<file path="src/rtl/dram_phase_sequencer.sv">
// Job scheduler for the single-port image DRAM: UART-Rx load, processor run, UART-Tx dump.
// Owns the DRAM bus outside the processor phase and paces result bytes to the transmitter.
module dram_phase_sequencer #(
    parameter int                ADDR_W    = 16,
    parameter int                DATA_W    = 8,
    parameter int                IMG_BYTES = 65536,
    parameter logic [ADDR_W-1:0] OUT_BASE  = '0,
    parameter int                OUT_BYTES = 16384
) (
    input  logic              clock,
    input  logic              reset,
    input  logic              start,
    input  logic              rx_valid,
    input  logic [DATA_W-1:0] rx_data,
    input  logic [ADDR_W-1:0] proc_address,
    input  logic [DATA_W-1:0] proc_wdata,
    input  logic              proc_write,
    input  logic              proc_done,
    output logic              enable_processor,
    output logic [ADDR_W-1:0] dram_address,
    output logic [DATA_W-1:0] dram_wdata,
    output logic              dram_we,
    input  logic [DATA_W-1:0] dram_rdata,
    output logic              tx_start,
    output logic [DATA_W-1:0] tx_data,
    input  logic              tx_busy,
    output logic [2:0]        phase,
    output logic              done
);

    // One extra bit so a full 2^ADDR_W transfer count does not wrap to zero.
    localparam int               CNT_W = ADDR_W + 1;
    localparam logic [CNT_W-1:0] IMG_N = CNT_W'(IMG_BYTES);
    localparam logic [CNT_W-1:0] OUT_N = CNT_W'(OUT_BYTES);

    typedef enum logic [2:0] {
        S_IDLE    = 3'd0,
        S_RX      = 3'd1,
        S_PROC    = 3'd2,
        S_TX_RD   = 3'd3,
        S_TX_CAP  = 3'd4,
        S_TX_SEND = 3'd5,
        S_TX_BUSY = 3'd6,
        S_DONE    = 3'd7
    } state_t;

    state_t            state_q, state_d;
    logic [CNT_W-1:0]  rx_cnt_q, rx_cnt_d;
    logic [CNT_W-1:0]  tx_cnt_q, tx_cnt_d;
    logic [ADDR_W-1:0] wr_addr_q, wr_addr_d;
    logic [DATA_W-1:0] wr_data_q, wr_data_d;
    logic              wr_en_q, wr_en_d;
    logic [DATA_W-1:0] tx_data_q, tx_data_d;
    logic              tx_start_q, tx_start_d;
    logic              enable_q, enable_d;

    // NOTE: state uses non-blocking assignments only; all next-state logic lives in always_comb.
    always_ff @(posedge clock) begin
        if (reset) begin
            state_q    <= S_IDLE;
            rx_cnt_q   <= '0;
            tx_cnt_q   <= '0;
            wr_addr_q  <= '0;
            wr_data_q  <= '0;
            wr_en_q    <= 1'b0;
            tx_data_q  <= '0;
            tx_start_q <= 1'b0;
            enable_q   <= 1'b0;
        end else begin
            state_q    <= state_d;
            rx_cnt_q   <= rx_cnt_d;
            tx_cnt_q   <= tx_cnt_d;
            wr_addr_q  <= wr_addr_d;
            wr_data_q  <= wr_data_d;
            wr_en_q    <= wr_en_d;
            tx_data_q  <= tx_data_d;
            tx_start_q <= tx_start_d;
            enable_q   <= enable_d;
        end
    end

    // NOTE: every signal gets a default before the case, so no path can infer a latch.
    always_comb begin
        state_d    = state_q;
        rx_cnt_d   = rx_cnt_q;
        tx_cnt_d   = tx_cnt_q;
        wr_addr_d  = wr_addr_q;
        wr_data_d  = wr_data_q;
        wr_en_d    = 1'b0;
        tx_data_d  = tx_data_q;
        tx_start_d = 1'b0;
        enable_d   = 1'b0;
        case (state_q)
            S_IDLE, S_DONE: begin
                if (start) begin
                    state_d  = S_RX;
                    rx_cnt_d = '0;
                    tx_cnt_d = '0;
                end
            end
            S_RX: begin
                // Leave only once the final byte's write cycle is on the bus.
                if (rx_cnt_q == IMG_N) begin
                    state_d = S_PROC;
                end else if (rx_valid) begin
                    wr_en_d   = 1'b1;
                    wr_addr_d = rx_cnt_q[ADDR_W-1:0];
                    wr_data_d = rx_data;
                    rx_cnt_d  = rx_cnt_q + CNT_W'(1);
                end
            end
            S_PROC: begin
                if (proc_done) state_d = S_TX_RD;
                else           enable_d = 1'b1;
            end
            S_TX_RD: state_d = S_TX_CAP;
            S_TX_CAP: begin
                tx_data_d = dram_rdata;
                state_d   = S_TX_SEND;
            end
            S_TX_SEND: begin
                if (!tx_busy) begin
                    tx_start_d = 1'b1;
                    state_d    = S_TX_BUSY;
                end
            end
            S_TX_BUSY: begin
                // tx_busy lags tx_start by a cycle, so the pulse cycle itself is ignored.
                if (!tx_start_q && !tx_busy) begin
                    tx_cnt_d = tx_cnt_q + CNT_W'(1);
                    state_d  = (tx_cnt_q + CNT_W'(1) == OUT_N) ? S_DONE : S_TX_RD;
                end
            end
            default: state_d = S_IDLE;
        endcase
    end

    // The processor drives the DRAM directly while it owns it; otherwise the sequencer does.
    always_comb begin
        dram_address = wr_addr_q;
        dram_wdata   = wr_data_q;
        dram_we      = wr_en_q;
        if (state_q == S_PROC) begin
            dram_address = proc_address;
            dram_wdata   = proc_wdata;
            dram_we      = proc_write;
        end else if (state_q == S_TX_RD) begin
            dram_address = OUT_BASE + tx_cnt_q[ADDR_W-1:0];
        end
    end

    assign enable_processor = enable_q;
    assign tx_start         = tx_start_q;
    assign tx_data          = tx_data_q;
    assign phase            = state_q;
    assign done             = (state_q == S_DONE);

endmodule
</file>
<file path="config.mk">
export PLATFORM = sky130hd
export DESIGN_NAME = dram_phase_sequencer
export DESIGN_NICKNAME = d
export VERILOG_FILES = /design/src/rtl/dram_phase_sequencer.sv
export SDC_FILE = /design/constraint.sdc
export NUM_CORES = 1
export LEC_CHECK = 0
export CORE_MARGIN = 1
export CORE_UTILIZATION = 45
export CTS_CLUSTER_DIAMETER = 150
export DETAILED_ROUTE_END_ITERATION = 12
export PLACE_DENSITY = 0.76
export SYNTH_ARGS = -nofsm -noshare
export SYNTH_HDL_FRONTEND = slang
export SYNTH_SLANG_ARGS = --single-unit
</file>
<file path="constraint.sdc">
create_clock -name clock -period 1.8 [get_ports clock]
set_input_delay 0.18 -clock clock [delete_from_list [all_inputs] [get_ports clock]]
set_output_delay 0.18 -clock clock [all_outputs]
set_load 0.05 [all_outputs]
</file>
==> metrics.md, run 1 <==
| Metric | Value |
|---|---|
| Status | `finished, violations left` |
| Failing checks | `negative setup slack` |
| Combinational family with the most area after synthesis | `simple AND/OR/NAND/NOR gates` |
| Hold WC Path Type | `in2reg` |
| Largest net degree at the start of global routing | `52` |
| Top Ports | `86` |
| Vias in the first global route | `5228` |
| Vias/cell | `7.103` |
| NumNets Final | `749` |
| Reg2Reg Depth | `11` |
| Critical path class | `reg2reg` |
| R2R Path End | `tx_cnt_q[7]$_SDFFE_PP0P_` |
| Critical Path End | `tx_cnt_q[7]$_SDFFE_PP0P_` |
| IO Port Bufs | `85` |
| Setup WS post-layout | `-0.8103 ns` |
| Commonest non-fill, non-tap cells in the layout | `buf_4 (90), dfxtp_1 (64), nor2_1 (58), clkdlybuf4s50_1 (54), nand2_1 (45)` |
| Final Skew | `0.01286 ns` |
| Total grt overflow | `0` |
| Post-synthesis xor/xnor area fraction | `4.270%` |
| Cts bufs inserted | `9` |
| Critical-path maximum fanout | `8` |
| Compound-Gate Fraction of Synth Area | `13.93%` |
| FF+latch count, synth | `72` |
| CTS clk-pin slew, worst paths | `0.10 ns` |
| Fraction of the mapped netlist area in adder cells | `2.247%` |
| Register area share after synthesis | `36.98%` |
| Area Growth Syn to Fin | `100.3%` |
| Internal | `5.282 mW` |
| GRT Total Usage | `43.80%` |
| Pwr/cell area | `1228 nW/um^2` |
| Cell variety after synth | `51` |
| Netlist Area Pre-Place | `3897 um^2` |
| Initial core utilization | `46.96%` |
| Die Wd | `95.07 um` |
| Final Setup Violations | `87` |
| Worst Path Arrival | `2.84 ns` |
| Routed WL per cell | `30.70 um` |
| Net Sw Power | `4.306 mW` |
| FF-to-FF Start | `phase[1]$_SDFFE_PP0P_` |
| Worst-Margin Slew | `0.8920 ns` |
| Synth Flop Type | `dfxtp_1` |
| CTS tree | `done` |
| Clk_lat worst skew | `0.39 ns` |
| Core Rows | `33` |
| YS warnings | `0` |
| Die H | `95.07 um` |
| Fmax | `383.1 MHz` |
| Final worst path period share | `145.0%` |
| Logic pwr share | `67.7%` |
| Sw frac | `44.91%` |
| Post-synthesis simple-gate area fraction | `28.76%` |
| Share of cells above drive strength 1 | `49.14%` |
| Clock buffer depth | `2` |
| Register share of total power | `18.3%` |
| H-tree Lvls | `3` |
| Synthesized Nets | `547` |
| Routability Congestion | `0.8826` |
| Drt pass-1 iters | `6` |
| Minimum clock period after layout | `2.610 ns` |
| Max cap viols | `0` |
| DR iter-0 viols | `805` |
| Initial antenna violation count | `1` |
| Syn avg cell area | `7.906 um^2` |
| DP Area | `5979 um^2` |
| First-pass GRT wire length | `29.26 mm` |
| CP Data Required Time | `2.03 ns` |
| Worst IR Drop VDD | `1457 uV` |
| Post-synth EDFFs | `0` |
| RSZ-0062 raised after global routing | `true` |
| Synth top area share | `36.98%` |
| CTS Root Cell | `clkbuf_8` |
| Commonest non-fill, non-tap cell in the layout | `buf_4` |
| DRC viols | `0` |
| Final hold slack | `0.1128 ns` |
| DR vias | `5725` |
| Rel. slew slack | `39.91%` |
| Detailed-placement wirelength estimate | `8.939 mm` |
| Clock power frac | `14.0%` |
| Crit path launch type | `flip-flop` |
| Fraction of registers with async set/reset | `0%` |
| Fillers | `218` |
| Die area | `9037 um^2` |
| Leak | `2.993 nW` |
| Post-Synthesis Cells | `493` |
| DRT Wirelength | `24.75 mm` |
| Critical Path Source | `phase[1]$_SDFFE_PP0P_` |
| Core area | `8299 um^2` |
| Reg-to-reg slack, setup | `-0.81 ns` |
| Mux share of post-synthesis cell area | `9.502%` |
| Final instance area | `7805 um^2` |
| Sink Count | `72` |
| CP Capture Type | `flip-flop` |
| Largest area contributor in the netlist | `dfxtp_1` |
| Post-route ant nets | `0` |
| Final Hold Vio Count | `0` |
| Fin. max-slew vios | `0` |
| Synth area leaders | `dfxtp_1 (37%), mux2i_1 (9.5%), nor2_1 (6.5%)` |
## power groups by stage
| stage | combinational, mW | sequential (mW) | clock [mW] |
|---|---|---|---|
| global route | 6.60 | 1.76 | 1.40 |
| detailed placement | 3.57 | 1.77 | 0 |
| finish | 6.49 | 1.76 | 1.34 |
| floorplan | 1.85 | 1.88 | 0 |
| global placement | 3.49 | 1.76 | 0 |
| CTS | 5.20 | 1.74 | 1.25 |
## how the worst min path moves through the flow
stage	from	end	slack (ns)	cells after the start
floorplan	tx_busy	tx_start$_SDFF_PP0_	0.26	1
CTS	reset	tx_cnt_q[15]$_SDFFE_PP0P_	0.1	2
finish	reset	tx_cnt_q[13]$_SDFFE_PP0P_	0.11	2
global placement	tx_data[4]$_SDFFE_PP0P_	tx_data[4]$_SDFFE_PP0P_	0.44	2
detailed placement	tx_data[4]$_SDFFE_PP0P_	tx_data[4]$_SDFFE_PP0P_	0.45	2
global route	reset	tx_cnt_q[13]$_SDFFE_PP0P_	0.10	2
## what timing repair did
action,CTS,global route
setup endpoints to repair,81,88
pin swaps,41,52
cloned,9,1
buffers inserted,25,21
hold buffers,0,0
resized for setup,135,100
## final cells by class
type                       instances  area, um^2  area share, %
antenna                            1       2.502        0.03206
clock buffer                       9       123.9          1.587
clock inverter                     7       61.31         0.7855
inverter                           7       36.28         0.4649
multi-input combinational        381        3436          44.02
sequential                        72        1464          18.76
tap                              105       131.4          1.683
timing repair buffer             224        2550          32.67
## cell families after synthesis
family,Yosys count
mux,37
simple gates,223
flops,72
compound gates,94
xor+xnor,19
fa+ha+maj,7
buf+inv,41
## synth_stat cells (2+ instances only)
cell type	count
a211oi_1	2
a21o_1	2
a21oi_1	37
a22oi_1	2
a311oi_1	2
a31oi_1	2
and2_1	2
and3_1	3
and4_1	4
and4b_1	2
buf_2	7
clkbuf_1	25
dfxtp_1	72
ha_1	7
inv_1	7
mux2i_1	37
nand2_1	61
nand2b_1	2
nand3_1	22
nand3b_1	3
nand4_1	5
nand4b_1	3
nor2_1	68
nor2b_1	5
nor3_1	13
nor3b_1	4
nor4_1	7
nor4_2	2
nor4b_1	2
nor4b_2	2
o2111ai_1	2
o21ai_0	35
o22ai_1	2
or3_1	6
or4_1	3
xnor2_1	16
xor2_1	3
## flip-flops by register name (all words and copies together) (netlist names)
register,count
enable_processor,1
phase,3
rx_cnt_q,17
tx_cnt_q,17
tx_data,8
tx_start,1
wr_addr_q,16
wr_data_q,8
wr_en_q,1
## routing by layer
metal  track usage, %  vias to the layer above  part of all wire, %
met4            30.68                        0                   10
met5                0                        -                    0
met2            68.87                      621                   44
li1                 -                     2143                    -
met1            52.37                     2687                   32
met3            10.53                      274                   14
## metrics by stage
step	TNS [ns]	setup WS, ns	power, mW	std cells	utilization [%]
after floorplan	-0.6757	-0.08494	3.722	493	-
after global placement	-1.403	-0.1422	5.258	735	72.05
after detailed placement	-4.610	-0.2830	5.342	735	72.05
after CTS	-11.91	-0.3363	8.181	785	87.43
after global routing	-30.71	-0.7766	9.753	806	94.04
final	-25.09	-0.8103	9.588	806	94.04
## worst max-delay path: stages, from the launching register on
cell,delay [ns]
dfxtp_4,0.37
buf_6,0.14
inv_8,0.06
ha_4,0.14
nand2b_4,0.11
buf_6,0.15
nor2_2,0.20
a31oi_4,0.07
buf_12,0.17
buf_12,0.13
o21ai_0,0.71
a21oi_1,0.21
Power figures use the tool's default switching activity.
==> run 2: changes to the inputs <==
--- a/config.mk
+++ b/config.mk
@@ -6,10 +6,11 @@
 export NUM_CORES = 1
 export LEC_CHECK = 0
 export CORE_MARGIN = 1
-export CORE_UTILIZATION = 45
+export CORE_UTILIZATION = 35
+export CTS_BUF_LIST = sky130_fd_sc_hd__clkbuf_8
 export CTS_CLUSTER_DIAMETER = 150
 export DETAILED_ROUTE_END_ITERATION = 12
-export PLACE_DENSITY = 0.76
+export PLACE_DENSITY = 0.62
 export SYNTH_ARGS = -nofsm -noshare
 export SYNTH_HDL_FRONTEND = slang
 export SYNTH_SLANG_ARGS = --single-unit
==> run 2 against run 1 <==
The run still ends with negative setup slack left. Wire length down 41%. First-iteration DRC count shrank 68%. Critical path depth fell by 1. Via count is 23% lower. Total power shrank 13%. Clock power barely moved. Flip-flop and latch count stayed put. Sequential share of layout area increased by 0.95 points. Utilization shrank 26 points. Global-route usage fell by 19 points. Clock skew increased by 0.0032 ns. Hold slack improved by 0.12 ns. Largest power group unchanged.
==> metrics.md, run 2 (synthesized netlist as in run 1, its figures left out) <==
| Metric | Value |
|---|---|
| Status | `finished, violations left` |
| Failing checks | `negative setup slack` |
| Initial core utilization | `35.95%` |
| Core area | `10840 um^2` |
| Commonest non-fill, non-tap cell in the layout | `buf_4` |
| Fmax | `470.3 MHz` |
| DR iter-0 viols | `255` |
| Initial antenna violation count | `0` |
| DRT Wirelength | `14.63 mm` |
| Clk_lat worst skew | `0.36 ns` |
| Vias in the first global route | `4317` |
| DR vias | `4401` |
| Biggest regs | `rx_cnt_q: 17 flops, tx_cnt_q: 17 flops, wr_addr_q: 16 flops` |
| Core Rows | `38` |
| Die H | `107.5 um` |
| Final instance area | `7405 um^2` |
| CP Data Required Time | `1.62 ns` |
| Minimum clock period after layout | `2.126 ns` |
| RSZ-0062 raised after global routing | `true` |
| WHS Endpoint | `phase[2]$_SDFFE_PP0P_` |
| Clock power frac | `16.0%` |
| CTS Root Cell | `clkbuf_8` |
| Final Skew | `0.01606 ns` |
| Hold Path Origin | `reset` |
| CTS tree | `done` |
| Pwr/cell area | `1130 nW/um^2` |
| Critical path class | `reg2out` |
| Total grt overflow | `0` |
| Top Ports | `86` |
| Share of cells above drive strength 1 | `44.82%` |
| Final Hold Vio Count | `0` |
| Area Growth Syn to Fin | `89.98%` |
| IO Port Bufs | `85` |
| GRT Total Usage | `24.86%` |
| DP Area | `6061 um^2` |
| R2R Path End | `rx_cnt_q[7]$_SDFFE_PP0P_` |
| First-pass GRT wire length | `22.11 mm` |
| Critical Path, Cell by Cell | `inv_2 > buf_6 > ha_4 > buf_6 > nor2b_4 > buf_4 > buf_12 > nand2_1 > o21ai_4 > buf_12` |
| Worst slack, placed | `-0.1621 ns` |
| Setup WS post-layout | `-0.3262 ns` |
| Worst Path Buf+Inv | `6` |
| Routability Congestion | `0.8516` |
| Crit-path slowest cell | `dfxtp_4` |
| Worst-Margin Slew | `0.6727 ns` |
| Vias/cell | `5.335` |
| Fillers | `772` |
| Reg-to-reg slack, setup | `-0.27 ns` |
| Clock buffer depth | `2` |
| FF-to-FF Start | `phase[1]$_SDFFE_PP0P_` |
| Hold WC Path Type | `in2reg` |
| H-tree Lvls | `3` |
| Post-route ant nets | `0` |
| Final hold slack | `0.2374 ns` |
| Worst path top cell family by delay | `buffers and inverters` |
| Reg2Reg Depth | `12` |
| Die area | `11560 um^2` |
| Logic pwr share | `63.2%` |
| Die Wd | `107.5 um` |
| Total power | `8.367 mW` |
| Sw frac | `40.95%` |
| Final worst path period share | `118.1%` |
| Largest net degree at the start of global routing | `57` |
| Register area | `1459 um^2` |
| DRC viols | `0` |
| Final Setup Violations | `56` |
| Worst IR Drop VDD | `679.2 uV` |
| Critical-path maximum fanout | `14` |
| Routed WL per cell | `17.74 um` |
| Worst Path Arrival | `1.95 ns` |
| NumNets Final | `734` |
| CP max stage delay | `0.37 ns` |
| Sink Count | `72` |
| Footprint of the multi-input gates | `3192 um^2` |
| Rel. slew slack | `55.16%` |
| Internal | `4.941 mW` |
| CTS clk-pin slew, worst paths | `0.08 ns` |
| Net Sw Power | `3.426 mW` |
| Crit path launch type | `flip-flop` |
| Cts bufs inserted | `9` |
| Max cap viols | `0` |
| CP Capture Type | `primary output` |
| WHS Path Cells | `3` |
| Diode count | `0` |
| Register share of total power | `20.8%` |
| Commonest non-fill, non-tap cells in the layout | `buf_4 (85), dfxtp_1 (64), nor2_1 (63), clkdlybuf4s50_1 (55), nand2_1 (42)` |
| Fin. max-slew vios | `0` |
| Leak | `2.846 nW` |
| Detailed-placement wirelength estimate | `8.718 mm` |
| Drt pass-1 iters | `4` |
run 2: cell count changes in the layout (fill, tap and decap cells not counted), sizes merged:
cell,change
buf,-14
clkinv,+2
inv,-2
and4b,-1
bufbuf,-1
bufinv,+1
clkbuf,+1
clkdlybuf4s50,+1
clkinvlp,-1
diode,-1
dlymetal6s2s,-1
run 2: power by group through the flow:
stage	clock network (mW)	logic [mW]	registers, mW
2_1_floorplan	0	1.85	1.88
3_3_place_gp	0	3.49	1.76
3_5_place_dp	0	3.51	1.77
4_1_cts	1.36	4.58	1.73
5_1_grt	1.43	5.50	1.75
6_report	1.34	5.29	1.74
run 2: cell type report:
class,count,area share [%]
clock buffer,9,1.673
clock inverter,7,1.048
tap,140,2.366
multi-input combinational,380,43.11
inverter,7,0.4224
sequential,72,19.70
timing repair buffer,210,31.68
run 2: how the worst max path moves through the flow:
| stage | startpoint | to | slack, ns | cells after the start |
|---|---|---|---|---|
| 2_1_floorplan | phase[0]$_SDFFE_PP0P_ | phase[2]$_SDFFE_PP0P_ | -0.08 | 9 |
| 3_3_place_gp | rx_cnt_q[2]$_SDFFE_PP0P_ | phase[1]$_SDFFE_PP0P_ | -0.12 | 9 |
| 3_5_place_dp | rx_cnt_q[2]$_SDFFE_PP0P_ | phase[2]$_SDFFE_PP0P_ | -0.16 | 7 |
| 4_1_cts | phase[1]$_SDFFE_PP0P_ | dram_address[6] | -0.33 | 8 |
| 5_1_grt | phase[0]$_SDFFE_PP0P_ | dram_address[7] | -0.40 | 10 |
| 6_report | phase[0]$_SDFFE_PP0P_ | dram_address[7] | -0.33 | 10 |
run 2: worst min-delay path: stages:
cell     delay [ns]
buf_2          0.13
a21oi_1        0.06
a31o_1         0.17
run 2: what timing repair did:
action / CTS / global route
setup endpoints to repair: 75 / 85
gates cloned: 5 / 4
gates resized for setup: 103 / 82
pin swaps: 39 / 55
hold buffers: 0 / 0
setup buffers: 19 / 10
run 2: per-stage QoR:
step | std cells | setup TNS [ns] | util, %
final | 825 | -9.662 | 68.31
after global routing | 825 | -14.93 | 68.31
after CTS | 814 | -8.230 | 65.02
after detailed placement | 775 | -3.086 | 55.91
after global placement | 775 | -2.545 | 55.91
after floorplan | 493 | -0.6757 | -
run 2: routing by layer:
layer	up-vias	track usage [%]	part of all wire, %
met5	-	0	0
met4	0	9.393	2.0
met3	27	4.298	4.6
met2	132	42.40	53
met1	2126	31.13	41
li1	2116	-	-
